`src/rtl/fetch_ctrl.sv`:
```
// Instruction-fetch sequencer: boot hold, branch/jump redirects, load-use stalls
// and multi-cycle instruction memory waits, with saturating stall/flush counters.
module fetch_ctrl #(
  parameter int BOOT_CYCLES = 4,
  parameter int CNT_W       = 16
) (
  input  logic             clk,
  input  logic             reset,
  input  logic             ex_branch_taken,
  input  logic [31:0]      ex_branch_target,
  input  logic             id_jump,
  input  logic [31:0]      id_jump_target,
  input  logic             ex_memread,
  input  logic [4:0]       ex_rt,
  input  logic [4:0]       id_rs,
  input  logic [4:0]       id_rt,
  input  logic             id_uses_rt,
  input  logic             imem_ready,
  output logic             pc_write,
  output logic             ifid_write,
  output logic             if_flush,
  output logic             idex_flush,
  output logic [1:0]       pc_sel,
  output logic [31:0]      redirect_addr,
  output logic             imem_req,
  output logic [CNT_W-1:0] stall_cnt,
  output logic [CNT_W-1:0] flush_cnt
);

  typedef enum logic [1:0] {BOOT, FETCH, WAIT_MEM, REDIRECT} state_t;

  localparam logic [3:0] BOOT_INIT = 4'(BOOT_CYCLES - 1);

  state_t     state_reg, state_next;
  logic [3:0] boot_cnt_reg, boot_cnt_next;
  logic       load_use;
  logic       stall_inc;
  logic       flush_inc;

  assign load_use = ex_memread && (ex_rt != 5'd0) &&
                    ((ex_rt == id_rs) || (id_uses_rt && (ex_rt == id_rt)));

  always_ff @(posedge clk or negedge reset) begin
    if (!reset) begin
      state_reg    <= BOOT;
      boot_cnt_reg <= BOOT_INIT;
    end else begin
      state_reg    <= state_next;
      boot_cnt_reg <= boot_cnt_next;
    end
  end

  // Counters stick at all-ones so a long debug run never reads back a small value.
  always_ff @(posedge clk or negedge reset) begin
    if (!reset) begin
      stall_cnt <= '0;
      flush_cnt <= '0;
    end else begin
      if (stall_inc && (stall_cnt != '1))
        stall_cnt <= stall_cnt + CNT_W'(1);
      if (flush_inc && (flush_cnt != '1))
        flush_cnt <= flush_cnt + CNT_W'(1);
    end
  end

  always_comb begin
    state_next    = state_reg;
    boot_cnt_next = boot_cnt_reg;
    unique case (state_reg)
      BOOT: begin
        if (boot_cnt_reg == 4'd0)
          state_next = FETCH;
        else
          boot_cnt_next = boot_cnt_reg - 4'd1;
      end
      FETCH, WAIT_MEM: begin
        if (ex_branch_taken || id_jump)
          state_next = REDIRECT;
        else if (load_use)
          state_next = state_reg;
        else if ((state_reg == FETCH) && !imem_ready)
          state_next = WAIT_MEM;
        else if ((state_reg == WAIT_MEM) && imem_ready)
          state_next = FETCH;
      end
      REDIRECT: state_next = FETCH;
      default:  state_next = BOOT;
    endcase
  end

  always_comb begin
    pc_write      = 1'b0;
    ifid_write    = 1'b0;
    if_flush      = 1'b0;
    idex_flush    = 1'b0;
    pc_sel        = 2'd3;
    redirect_addr = 32'd0;
    imem_req      = 1'b0;
    stall_inc     = 1'b0;
    flush_inc     = 1'b0;
    unique case (state_reg)
      BOOT:     if_flush = 1'b1;
      REDIRECT: if_flush = 1'b1;
      FETCH, WAIT_MEM: begin
        imem_req = 1'b1;
        // A taken branch squashes the ID slot, so any jump there is wrong-path.
        if (ex_branch_taken) begin
          pc_sel        = 2'd1;
          redirect_addr = ex_branch_target;
          pc_write      = 1'b1;
          if_flush      = 1'b1;
          idex_flush    = 1'b1;
          flush_inc     = 1'b1;
        end else if (id_jump) begin
          pc_sel        = 2'd2;
          redirect_addr = id_jump_target;
          pc_write      = 1'b1;
          if_flush      = 1'b1;
          flush_inc     = 1'b1;
        end else if (load_use) begin
          idex_flush = 1'b1;
          stall_inc  = 1'b1;
        end else if ((state_reg == WAIT_MEM) || !imem_ready) begin
          stall_inc = 1'b1;
        end else begin
          pc_sel     = 2'd0;
          pc_write   = 1'b1;
          ifid_write = 1'b1;
        end
      end
      default: if_flush = 1'b1;
    endcase
  end

endmodule
```
`config.mk`:
```
export PLATFORM = sky130hd
export DESIGN_NAME = fetch_ctrl
export DESIGN_NICKNAME = d
export VERILOG_FILES = /design/src/rtl/fetch_ctrl.sv
export SDC_FILE = /design/constraint.sdc
export NUM_CORES = 1
export LEC_CHECK = 0
export CAP_MARGIN = 15
export CORE_AREA = 2 2 86 88
export CTS_CLUSTER_DIAMETER = 60
export DETAILED_ROUTE_END_ITERATION = 10
export DIE_AREA = 0 0 88 90
export GPL_ROUTABILITY_DRIVEN = 0
export PLACE_DENSITY = 0.8
export SYNTH_ARGS = -nofsm -noshare
export SYNTH_HDL_FRONTEND = slang
export SYNTH_SLANG_ARGS = --single-unit
```
`constraint.sdc`:
```
create_clock -name clk -period 2.65 [get_ports clk]
set_input_delay 0.53 -clock clk [delete_from_list [all_inputs] [get_ports clk]]
set_output_delay 0.53 -clock clk [all_outputs]
set_load 0.02 [all_outputs]
```
==> out/results.tsv <==
metric	value	unit
status	finished, final reports clean	
ys async rst share	100	%
vias in the first global route	2737	
Synth warnings	0	
Die W	88	um
Iter 0 DRT Violations	89	
Worst Reg2Reg Path Length in Cells	8	
core area	7020	sq um
CTS tree	done	
Diodes inserted	0	
Setup Crit Path Kind	input port to output port	
routed vias/inst	4.95	
Mapped Nets	379	
final wirelength	8.53	mm
clk buf depth	2	
critical path cell sequence	clkdlybuf4s50_1 > nor2b_2 > buf_12 > a22oi_1 > nor2b_1 > dlygate4sd2_1	
Post-Layout Inst Area	4540	sq um
reg-to-reg setup timing slack	0.51	ns
Critical Path Start Type	input port	
CP delay by family, top	buffers and inverters	
FF-to-FF End	flush_cnt[15]	
part of the power in combinational logic	54.2	%
first-pass GRT wire length	13.1	mm
Sink Count	38	
RSZ-0062 raised after global routing	false	
Max IR drop VDD	0.469	mV
MaxCap Viol Count	0	
post-route ant nets	0	
Hold Crit Depth	1	
Reg clk slew, reported paths	0.07	ns
Hold Fails Final Rpt	0	
Clock power frac	17.3	%
initial antenna violation count	0	
Pint	1660	uW
hold path startpoint	boot_cnt_reg[3]	
Netlist Area Pre-Place	2600	sq um
Largest stage delay, worst path	0.51	ns
cts bufs inserted	5	
Cells after Synth	286	
fmax	386	MHz
placed cell area	4450	sq um
crit end category	output port	
flops & latches, synth	38	
die height	90	um
CTS Root Buffer Type	clkbuf_8	
synth top area cells	dfrtp_1 35%, a22oi_1 9.2%, nor2b_1 8.7%	
Initial Util	37.0	%
Layout Skew	0.00492	ns
drt first pass iters	4	
Final Max Tran Viols	0	
Worst Hold Class	flip-flop to flip-flop	
layout net count	557	
EDFF count, synth	0	
fin crit share	97.8	%
CP startpoint	ex_branch_taken	
Vias	2794	
cell taking the most area after synthesis	dfrtp_1	
placed insts	554	
CP arrival	2.06	ns
Pleak	0.00203	uW
reg2reg start	state_reg[0]	
Final setup viols	0	
Psw	1040	uW
DRC	0	
final std cells w/o fill	564	
Seq pwr share	28.5	%
drt wl/cell	15.1	um
die area	7920	sq um
Net Sw Frac	38.6	%
Worst Path Max Fanout	24	
Slew headroom	64.7	%
Worst EP required	2.12	ns
Critical path buffers and inverters	3	
I/O Buffers	156	
Worst Max-Slew Pin Slew	0.522	ns
I/O pin cnt	157	
pwr dens	596	nW/um^2
sequential fraction of the synthesis area	36.7	%
Synth Flop Type	dfrtp_1	
maximum number of pins on one net before global-route repair	39	
CP max stage cell	clkdlybuf4s50_1	
layout cells sized above 1	14.2	%
Final HPWL DP	6.73	mm
syn_area_per_cell	9.09	sq um
Area growth syn-to-layout	74.8	%
H-tree depth	2	
Filler Cell Count	598	
Total GRT Usage	20.6	%
FP Rows	31	
hold worst-path end	boot_cnt_reg[3]	
Synth cell types	40	
fin crit period	2.59	ns
Clk Latency, worst-skew pair	0.28	ns
grt total ovfl	0	
top cell type's share of synthesized area	34.6	%
[layout make-up]
cell class                 count  area (sq um)  share of cell area (%)
clock buffer                   5          68.8                    1.51
clock inverter                 3          40.0                   0.881
inverter                      10          37.5                   0.826
multi-input combinational    223          1580                    34.9
sequential                    38           953                    21.0
tap                           99           124                    2.73
timing repair buffer         186          1740                    38.2
[repair_timing]
item / in CTS / in global routing
hold buffers: 0 / 0
endpoints found under the setup margin: 38 / 16
buffers inserted: 2 / 0
pin swaps: 5 / 8
resized for setup: 63 / 25
hold endpoints to repair: 0 / 0
[worst reg2reg max path: stages (launching register included)]
cell,delay [ns]
dfrtp_1,0.36
inv_1,0.08
ha_1,0.32
buf_4,0.21
o21ai_0,0.18
a211o_1,0.31
nor2_1,0.28
nand4_1,0.16
xnor2_1,0.14
[cells by family after synthesis]
family,count (synthesis),share of synthesized area (%)
and+or+nand+nor,117,25.1
AOI/OAI and AO/OA,54,15.4
xor gates and xnor gates,42,14.4
DFF,38,36.7
buffers and inverters,25,3.71
adders and majority gates,7,3.37
muxes,3,1.30
[power by group through the flow]
stage	clock network [uW]	registers, uW	logic [uW]
final	469	772	1470
after detailed placement	0	782	1580
after CTS	488	773	1480
after global routing	508	789	1580
after floorplan	0	854	703
after global placement	0	776	1560
[cell usage after synthesis (7+ instances only)]
cell type  number
nand2_1        18
xor2_1         19
clkbuf_1       13
nand3_1        11
nor2b_1        36
dfrtp_1        36
nor2_1         13
a22oi_1        32
xnor2_1        22
inv_1          10
ha_1            7
nor3_1         10
o21ai_0         7
nand4_1         9
[placed cells by master, fill, tap and decap left out, drive strengths merged, types with 5 or more instances in the layout]
cell / n
clkdlybuf4s50: 112
dfrtp: 36
nor2b: 36
buf: 34
a22oi: 32
dlygate4sd2: 26
xnor2: 23
xor2: 19
nand2: 19
nor2: 13
nand3: 11
inv: 10
nor3: 10
clkbuf: 10
nand4: 9
clkdlybuf4s15: 8
ha: 7
o21ai: 7
and3: 5
[metrics by stage]
step / worst slack [ns] / util (%) / setup TNS (ns) / hold WS, ns / total power [uW]
floorplan: 0.315 / - / 0 / 0.234 / 1560
global placement: -0.609 / 63.4 / -9.76 / 0.462 / 2330
detailed placement: -0.617 / 63.4 / -10.35 / 0.474 / 2360
CTS: 0.00406 / 64.7 / 0 / 0.484 / 2740
global route: 0.000851 / 64.7 / 0 / 0.513 / 2870
finish: 0.0591 / 64.7 / 0 / 0.491 / 2710
[layer usage]
metal  up-vias  track usage [%]  routed length, um
met2       102             37.1               4260
li1       1366                -                  -
met1      1312             23.7               3380
met3        14             3.95                706
met5         -                0                  0
met4         0             7.31                185
[how the worst max path moves through the flow]
stage	slack (ns)	cells after the start	endpoint
floorplan	0.32	5	ifid_write
global placement	-0.61	7	pc_sel[1]
global route	0.0009	6	redirect_addr[14]
detailed placement	-0.62	7	pc_sel[1]
CTS	0.004	6	pc_sel[0]
finish	0.06	6	redirect_addr[30]
Note: power is estimated with default switching activity, not from simulation.
